File: config.mk
export PLATFORM = sky130hd
export DESIGN_NAME = microc_call_flat
export DESIGN_NICKNAME = d
export VERILOG_FILES = /design/src/rtl/microc_pkg.sv /design/src/rtl/microc_call_if.sv /design/src/rtl/microc_call_return_stack.sv /design/src/rtl/microc_call.sv /design/src/flat_wrapper.sv
export SDC_FILE = /design/constraint.sdc
export NUM_CORES = 1
export LEC_CHECK = 0
export BUFFER_PORTS_ARGS = -buffer_cell sky130_fd_sc_hd__buf_2
export CAP_MARGIN = 20
export CORE_MARGIN = 2
export CORE_UTILIZATION = 28
export CTS_BUF_LIST = sky130_fd_sc_hd__clkbuf_16
export CTS_CLUSTER_DIAMETER = 30
export DETAILED_ROUTE_END_ITERATION = 10
export GPL_ROUTABILITY_DRIVEN = 0
export RECOVER_POWER = 100
export SETUP_SLACK_MARGIN = 0.3
export SLEW_MARGIN = 0
export SYNTH_ARGS = -nofsm -noshare
export SYNTH_HDL_FRONTEND = slang
export SYNTH_HIERARCHICAL = 1
export SYNTH_SLANG_ARGS = --single-unit
export TNS_END_PERCENT = 10
File: constraint.sdc
create_clock -name clk -period 6.45 [get_ports clk]
set_input_delay 0.3225 -clock clk [delete_from_list [all_inputs] [get_ports clk]]
set_output_delay 0.3225 -clock clk [all_outputs]
set_load 0.005 [all_outputs]
File: src/rtl/microc_pkg.sv
// Shared constants for the microc_call datapath: instruction field positions and ALU op codes.
package microc_pkg;
  localparam int INSTR_W = 16;

  localparam int OPC_HI = 15;
  localparam int OPC_LO = 10;
  localparam int RA1_HI = 11;
  localparam int RA1_LO = 8;
  localparam int RA2_HI = 7;
  localparam int RA2_LO = 4;
  localparam int WA_HI  = 3;
  localparam int WA_LO  = 0;
  localparam int IMM_HI = 11;
  localparam int IMM_LO = 4;

  localparam logic [2:0] OP_PASS = 3'b000;
  localparam logic [2:0] OP_NOT  = 3'b001;
  localparam logic [2:0] OP_ADD  = 3'b010;
  localparam logic [2:0] OP_SUB  = 3'b011;
  localparam logic [2:0] OP_AND  = 3'b100;
  localparam logic [2:0] OP_OR   = 3'b101;
  localparam logic [2:0] OP_NEGA = 3'b110;
  localparam logic [2:0] OP_NEGB = 3'b111;
endpackage

File: src/rtl/microc_call_if.sv
// Control-strobe / fetch bundle between the external control unit (master) and the datapath (slave).
interface microc_call_if #(
  parameter int PC_W = 10,
  parameter int SP_W = 4
);
  logic [15:0]     instr;
  logic            s_inc;
  logic            s_inm;
  logic            we3;
  logic            wez;
  logic            wec;
  logic            push;
  logic            pop;
  logic [2:0]      Op;
  logic [PC_W-1:0] pc;
  logic [5:0]      Opcode;
  logic            z;
  logic            c;
  logic            stk_err;
  logic [SP_W-1:0] sp;

  modport master (
    output instr, s_inc, s_inm, we3, wez, wec, push, pop, Op,
    input  pc, Opcode, z, c, stk_err, sp
  );

  modport slave (
    input  instr, s_inc, s_inm, we3, wez, wec, push, pop, Op,
    output pc, Opcode, z, c, stk_err, sp
  );
endinterface

File: src/rtl/microc_call_return_stack.sv
// Hardware return-address stack with occupancy count and a sticky overflow/underflow/conflict flag.
module return_stack #(
  parameter int PC_W        = 10,
  parameter int STACK_DEPTH = 8,
  localparam int SP_W       = $clog2(STACK_DEPTH + 1),
  localparam int IDX_W      = $clog2(STACK_DEPTH)
) (
  input  logic            clk,
  input  logic            reset,
  input  logic            push,
  input  logic            pop,
  input  logic [PC_W-1:0] din,
  output logic [PC_W-1:0] dout,
  output logic [SP_W-1:0] sp,
  output logic            full,
  output logic            empty,
  output logic            err
);
  logic [PC_W-1:0]  mem_q [STACK_DEPTH];
  logic [SP_W-1:0]  sp_q, sp_d;
  logic             err_q, err_d;
  logic             wr_en;
  logic [IDX_W-1:0] wr_idx, rd_idx;

  assign full   = (sp_q == SP_W'(STACK_DEPTH));
  assign empty  = (sp_q == '0);
  assign wr_idx = IDX_W'(sp_q);
  assign rd_idx = IDX_W'(sp_q - SP_W'(1));
  // Guard the empty case so the read index never points past the array.
  assign dout   = empty ? '0 : mem_q[rd_idx];
  assign sp     = sp_q;
  assign err    = err_q;

  always_comb begin
    sp_d  = sp_q;
    err_d = err_q;
    wr_en = 1'b0;
    if (push && pop) begin
      err_d = 1'b1;
    end else if (pop) begin
      if (empty) err_d = 1'b1;
      else       sp_d  = sp_q - SP_W'(1);
    end else if (push) begin
      if (full) begin
        err_d = 1'b1;
      end else begin
        wr_en = 1'b1;
        sp_d  = sp_q + SP_W'(1);
      end
    end
  end

  always_ff @(posedge clk or posedge reset) begin
    if (reset) begin
      sp_q  <= '0;
      err_q <= 1'b0;
    end else begin
      sp_q  <= sp_d;
      err_q <= err_d;
    end
  end

  always_ff @(posedge clk) begin
    if (wr_en) mem_q[wr_idx] <= din;
  end
endmodule

File: src/rtl/microc_call.sv
// Single-cycle microcontroller datapath: register file, ALU, z/c flags and PC with call/return stack.
module microc_call
  import microc_pkg::*;
#(
  parameter int DATA_W      = 8,
  parameter int PC_W        = 10,
  parameter int STACK_DEPTH = 8,
  localparam int SP_W       = $clog2(STACK_DEPTH + 1)
) (
  input logic           clk,
  input logic           reset,
  microc_call_if.slave  bus
);
  logic [PC_W-1:0]   pc_q, pc_d, pc_inc, target, stk_top;
  logic              z_q, z_d, c_q, c_d;
  logic [DATA_W-1:0] rf_q [16];
  logic [3:0]        ra1, ra2, wa;
  logic [7:0]        imm;
  logic [DATA_W-1:0] rd1, rd2, alu_y, wd;
  logic [DATA_W:0]   sum;
  logic              alu_c;
  logic              stk_empty, stk_err;
  logic [SP_W-1:0]   stk_sp;

  assign ra1 = bus.instr[RA1_HI:RA1_LO];
  assign ra2 = bus.instr[RA2_HI:RA2_LO];
  assign wa  = bus.instr[WA_HI:WA_LO];
  assign imm = bus.instr[IMM_HI:IMM_LO];

  assign rd1 = (ra1 == 4'd0) ? '0 : rf_q[ra1];
  assign rd2 = (ra2 == 4'd0) ? '0 : rf_q[ra2];

  always_comb begin
    alu_y = '0;
    alu_c = 1'b0;
    sum   = {1'b0, rd1} + {1'b0, rd2};
    case (bus.Op)
      OP_PASS: alu_y = rd1;
      OP_NOT:  alu_y = ~rd1;
      OP_ADD: begin
        alu_y = sum[DATA_W-1:0];
        alu_c = sum[DATA_W];
      end
      OP_SUB: begin
        alu_y = rd1 - rd2;
        alu_c = (rd1 < rd2);
      end
      OP_AND:  alu_y = rd1 & rd2;
      OP_OR:   alu_y = rd1 | rd2;
      OP_NEGA: alu_y = '0 - rd1;
      OP_NEGB: alu_y = '0 - rd2;
      default: alu_y = '0;
    endcase
  end

  assign wd = bus.s_inm ? DATA_W'(imm) : alu_y;

  // r0 is never written, so its storage is simply ignored on read.
  always_ff @(posedge clk) begin
    if (bus.we3 && (wa != 4'd0)) rf_q[wa] <= wd;
  end

  assign pc_inc = pc_q + 1'b1;
  assign target = bus.instr[PC_W-1:0];

  return_stack #(
    .PC_W        (PC_W),
    .STACK_DEPTH (STACK_DEPTH)
  ) u_stack (
    .clk   (clk),
    .reset (reset),
    .push  (bus.push),
    .pop   (bus.pop),
    .din   (pc_inc),
    .dout  (stk_top),
    .sp    (stk_sp),
    .full  (),
    .empty (stk_empty),
    .err   (stk_err)
  );

  always_comb begin
    pc_d = pc_inc;
    if (bus.push && bus.pop)  pc_d = pc_inc;
    else if (bus.pop)         pc_d = stk_empty ? pc_inc : stk_top;
    else if (bus.push)        pc_d = target;
    else if (!bus.s_inc)      pc_d = target;
  end

  always_comb begin
    z_d = bus.wez ? (alu_y == '0) : z_q;
    c_d = bus.wec ? alu_c : c_q;
  end

  always_ff @(posedge clk or posedge reset) begin
    if (reset) begin
      pc_q <= '0;
      z_q  <= 1'b0;
      c_q  <= 1'b0;
    end else begin
      pc_q <= pc_d;
      z_q  <= z_d;
      c_q  <= c_d;
    end
  end

  assign bus.pc      = pc_q;
  assign bus.Opcode  = bus.instr[OPC_HI:OPC_LO];
  assign bus.z       = z_q;
  assign bus.c       = c_q;
  assign bus.stk_err = stk_err;
  assign bus.sp      = stk_sp;
endmodule
File: src/flat_wrapper.sv
// flat-port wrapper written by rule: the top's interface ports become plain ports
module microc_call_flat import microc_pkg::*;
#(
  parameter int DATA_W      = 8,
  parameter int PC_W        = 10,
  parameter int STACK_DEPTH = 8,
  localparam int SP_W       = $clog2(STACK_DEPTH + 1)
)
  (clk, reset, bus_instr, bus_s_inc, bus_s_inm, bus_we3, bus_wez, bus_wec, bus_push, bus_pop, bus_Op, bus_pc, bus_Opcode, bus_z, bus_c, bus_stk_err, bus_sp);
  microc_call_if #(.PC_W(PC_W)) bus_i ();
  input logic clk;
  input logic reset;
  input wire logic [$bits(bus_i.instr)-1:0] bus_instr;
  input wire logic [$bits(bus_i.s_inc)-1:0] bus_s_inc;
  input wire logic [$bits(bus_i.s_inm)-1:0] bus_s_inm;
  input wire logic [$bits(bus_i.we3)-1:0] bus_we3;
  input wire logic [$bits(bus_i.wez)-1:0] bus_wez;
  input wire logic [$bits(bus_i.wec)-1:0] bus_wec;
  input wire logic [$bits(bus_i.push)-1:0] bus_push;
  input wire logic [$bits(bus_i.pop)-1:0] bus_pop;
  input wire logic [$bits(bus_i.Op)-1:0] bus_Op;
  output wire logic [$bits(bus_i.pc)-1:0] bus_pc;
  output wire logic [$bits(bus_i.Opcode)-1:0] bus_Opcode;
  output wire logic [$bits(bus_i.z)-1:0] bus_z;
  output wire logic [$bits(bus_i.c)-1:0] bus_c;
  output wire logic [$bits(bus_i.stk_err)-1:0] bus_stk_err;
  output wire logic [$bits(bus_i.sp)-1:0] bus_sp;
  assign bus_i.instr = bus_instr;
  assign bus_i.s_inc = bus_s_inc;
  assign bus_i.s_inm = bus_s_inm;
  assign bus_i.we3 = bus_we3;
  assign bus_i.wez = bus_wez;
  assign bus_i.wec = bus_wec;
  assign bus_i.push = bus_push;
  assign bus_i.pop = bus_pop;
  assign bus_i.Op = bus_Op;
  assign bus_pc = bus_i.pc;
  assign bus_Opcode = bus_i.Opcode;
  assign bus_z = bus_i.z;
  assign bus_c = bus_i.c;
  assign bus_stk_err = bus_i.stk_err;
  assign bus_sp = bus_i.sp;
  microc_call #(.DATA_W(DATA_W), .PC_W(PC_W), .STACK_DEPTH(STACK_DEPTH)) u_core (.clk(clk), .reset(reset), .bus(bus_i));
endmodule
==> results.json <==
{
  "status": "finished with violations",
  "violations": "capacitance limit, slew limit",
  "synth_flop_cell": "edfxtp_1",
  "hold_viol_final": 0,
  "syn_area_um2": 12030,
  "critical_path_class": "flip-flop to flip-flop",
  "rows": 75,
  "power_frac_seq_pct": 39.4,
  "grt_antenna_before_repair": 2,
  "worstPathCellList": "clkbuf_1 -> inv_1 -> ha_1 -> and3b_1 -> or3_1 -> nor3_1 -> clkbuf_1",
  "clkTransAtPathRegs_ps": 50,
  "num_vias": 7752,
  "grt_first_pass_wirelength_um": 46350,
  "critPathTopFamily": "buffers and inverters",
  "r2r_slack_ps": 1300,
  "p_int_mw": 3.307,
  "yosysMostFrequentCell": "edfxtp_1",
  "p_sw_share_pct": 31.06,
  "synth_seq_cells": 221,
  "start_kind": "flip-flop",
  "arrival_ps": 5360,
  "ys_seq_area_share_pct": 54.46,
  "hpwl_um": 20510,
  "post_drt_wl_per_cell_um": 20.50,
  "cp-end-kind": "flip-flop",
  "clk-insertion-delay-late_ps": 570,
  "maxCapViolations": 3,
  "grt_setup_unrepaired": "no",
  "power.leakage_nw": 4.699,
  "viasPerCell": 5.182,
  "final-seq-area_um2": 6551,
  "port_buffers": 42,
  "cp_common_cell": "clkbuf_1",
  "fmax_mhz": 194.2,
  "slowest_stage": "clkbuf_1",
  "drv_slew": 64,
  "vdd_drop_max_mv": 0.1731,
  "yosysTopAreaCell": "edfxtp_1",
  "numCtsBuffers": 31,
  "min_to": "u_core/bus.pc[9]",
  "synth_edf_count": 204,
  "cts_tree": "done",
  "critical_path.max_fanout": 26,
  "die-width_um": 211.3,
  "min_path_type": "input port to flip-flop",
  "pwr-share-comb_pct": 25.3,
  "min_period_ps": 5151,
  "die_h_um": 211.3,
  "drtIter0Drc": 635,
  "cp_num_buf_inv": 3,
  "crit_required_ps": 6660,
  "cellPowerDensity_nw_per_um2": 350.2,
  "cts.sinks": 221,
  "relSlewSlack_pct": -35.52,
  "ios": 51,
  "start_util_pct": 28.55,
  "setup_viol": 0,
  "ant_nets": 0,
  "areaGrowthSynthToFinish_pct": 13.86,
  "reg2reg_depth": 7,
  "reg2reg_from": "u_core/u_stack/sp[0]",
  "power_mw": 4.797,
  "yosysWarningCount": 6,
  "ys_top_cells_by_area": "edfxtp_1, mux4_2, dfrtp_1, ha_1, mux2_2",
  "synth_top_area_share_pct": 50.92,
  "power_switching_mw": 1.490,
  "grt_pass1_vias": 7677,
  "grtUsageTotal_pct": 13.60,
  "synth_cells": 886,
  "netlist_top_cells_count": "edfxtp_1, nand2_1, o21ai_0, mux4_2, nor2_1",
  "core_um2": 42130,
  "h-tree-depth": 1,
  "clockBufferDepth": 3,
  "post-cts-setup-buffer-count": 0,
  "p_clk_share_pct": 35.3,
  "r2r_end": "u_core/u_stack/mem_q[0][8]",
  "worstHoldStart": "bus_s_inc",
  "post-route-drc-count": 0,
  "fin_skew_ps": 9.524,
  "fp.dieArea_um2": 44640,
  "avgSynthCellArea_um2": 13.58,
  "synth_cell_types": 87,
  "holdPathStages": 2,
  "worst_pin_slew_ps": 2033,
  "fin_crit_sh_pct": 79.85,
  "worst-path-stages": 7,
  "async_flop_share_pct": 7.692,
  "grt_max_degree": 41,
  "grt_remaining_overflow": 0,
  "drive_gt1_share_pct": 20.31,
  "multi_input_area_um2": 4911,
  "finalSetupTns_ps": 0,
  "first_pass_iters": 4,
  "max_stage_delay_ps": 1450,
  "fillCellCount": 4108,
  "cts_root_buffer": "clkbuf_16",
  "fin_nets": 987,
  "routed_wl_um": 30670
}
## cell type report
cell class	count	share of cell area, %
well taps	539	4.923
clock buffers	31	5.663
multi-input cells	565	35.85
flip-flops and latches	221	47.83
diodes	2	0.03654
inverters	44	1.215
clock inverters	27	2.119
repair buffers	67	2.366
## power by group through the flow
stage	registers, mW	logic [mW]	clock network (mW)
after CTS	1.89	1.23	1.72
final	1.89	1.22	1.69
after detailed placement	1.92	1.23	0
after floorplan	1.88	0.915	0
after global placement	1.92	1.20	0
after global routing	1.90	1.34	1.78
## cell usage in the layout (no fill, tap or decap), types with 7 or more instances in the layout
master / synthesis / routed
mux2_2: 29 / 27
nor2_1: 48 / 48
nand2_1: 61 / 61
inv_1: 40 / 41
mux2_1: 5 / 7
o21ai_0: 56 / 56
nand3_1: 14 / 14
clkbuf_1: 17 / 28
ha_1: 27 / 27
o22ai_1: 16 / 16
edfxtp_1: 204 / 204
a21oi_1: 37 / 37
dfrtp_1: 17 / 17
nor3_1: 16 / 16
nand2b_1: 13 / 13
clkbuf_16: 0 / 31
a22oi_1: 7 / 7
xnor2_1: 22 / 22
buf_2: 19 / 33
a211oi_1: 8 / 8
mux4_2: 54 / 54
nor2b_1: 9 / 9
mux2i_1: 22 / 22
mux4_1: 7 / 7
## cell families after synthesis
logic type	after synthesis	synth area share [%]
AOI/OAI and AO/OA	185	10.45
xor gates and xnor gates	28	2.038
adders and majority gates	29	3.141
buffers and inverters	103	4.587
DFF	221	54.46
muxes	118	16.84
other	1	0.03117
and+or+nand+nor	201	8.456
## metrics by stage
| step | cells | worst slack (ps) | cell area [um2] | util [%] | hold WS [ps] |
|---|---|---|---|---|---|
| finish | 1496 | 1299 | 13700 | 32.51 | 79.53 |
| global route | 1495 | 840.8 | 13700 | 32.50 | 84.86 |
| CTS | 1489 | 1948 | 13810 | 32.77 | 43.32 |
| detailed placement | 1429 | 1353 | 12720 | 30.19 | 267.1 |
| global placement | 1427 | 1415 | 12700 | 30.14 | 265.7 |
| floorplan | 889 | 2474 | 12040 | - | 101.0 |
## registers in the layout, indices dropped and copies added (netlist names)
| register | count |
|---|---|
| u_core/bus.c | 1 |
| u_core/bus.pc | 10 |
| u_core/bus.z | 1 |
| u_core/rf_q | 124 |
| u_core/u_stack/err | 1 |
| u_core/u_stack/mem_q | 80 |
| u_core/u_stack/sp | 4 |
## per-layer routing
layer  track usage (%)  up-vias  wire [um]
met2             22.58      235      14680
met4             4.080        0        660
li1                  -     3534          -
met1             18.32     3942      13590
met3             2.171       41       1743
met5                 0        -          0
## worst max-delay path by stage
stage	from	endpoint	slack [ps]
4_1_cts	bus_instr[9]	u_core/rf_q[11][6]	1950
6_report	u_core/u_stack/sp[0]	u_core/u_stack/mem_q[0][8]	1300
3_5_place_dp	bus_instr[9]	u_core/rf_q[8][6]	1350
2_1_floorplan	bus_instr[9]	u_core/rf_q[10][4]	2470
5_1_grt	u_core/u_stack/sp[0]	u_core/u_stack/mem_q[0][1]	840
3_3_place_gp	bus_instr[9]	u_core/rf_q[12][6]	1410
## timing repair
action / in CTS / in global routing
resized for setup: 0 / 0
endpoints found under the setup margin: 0 / 0
endpoints found under the hold margin: 18 / 0
hold buffers: 2 / 0
(Power assumes the default switching activity.)
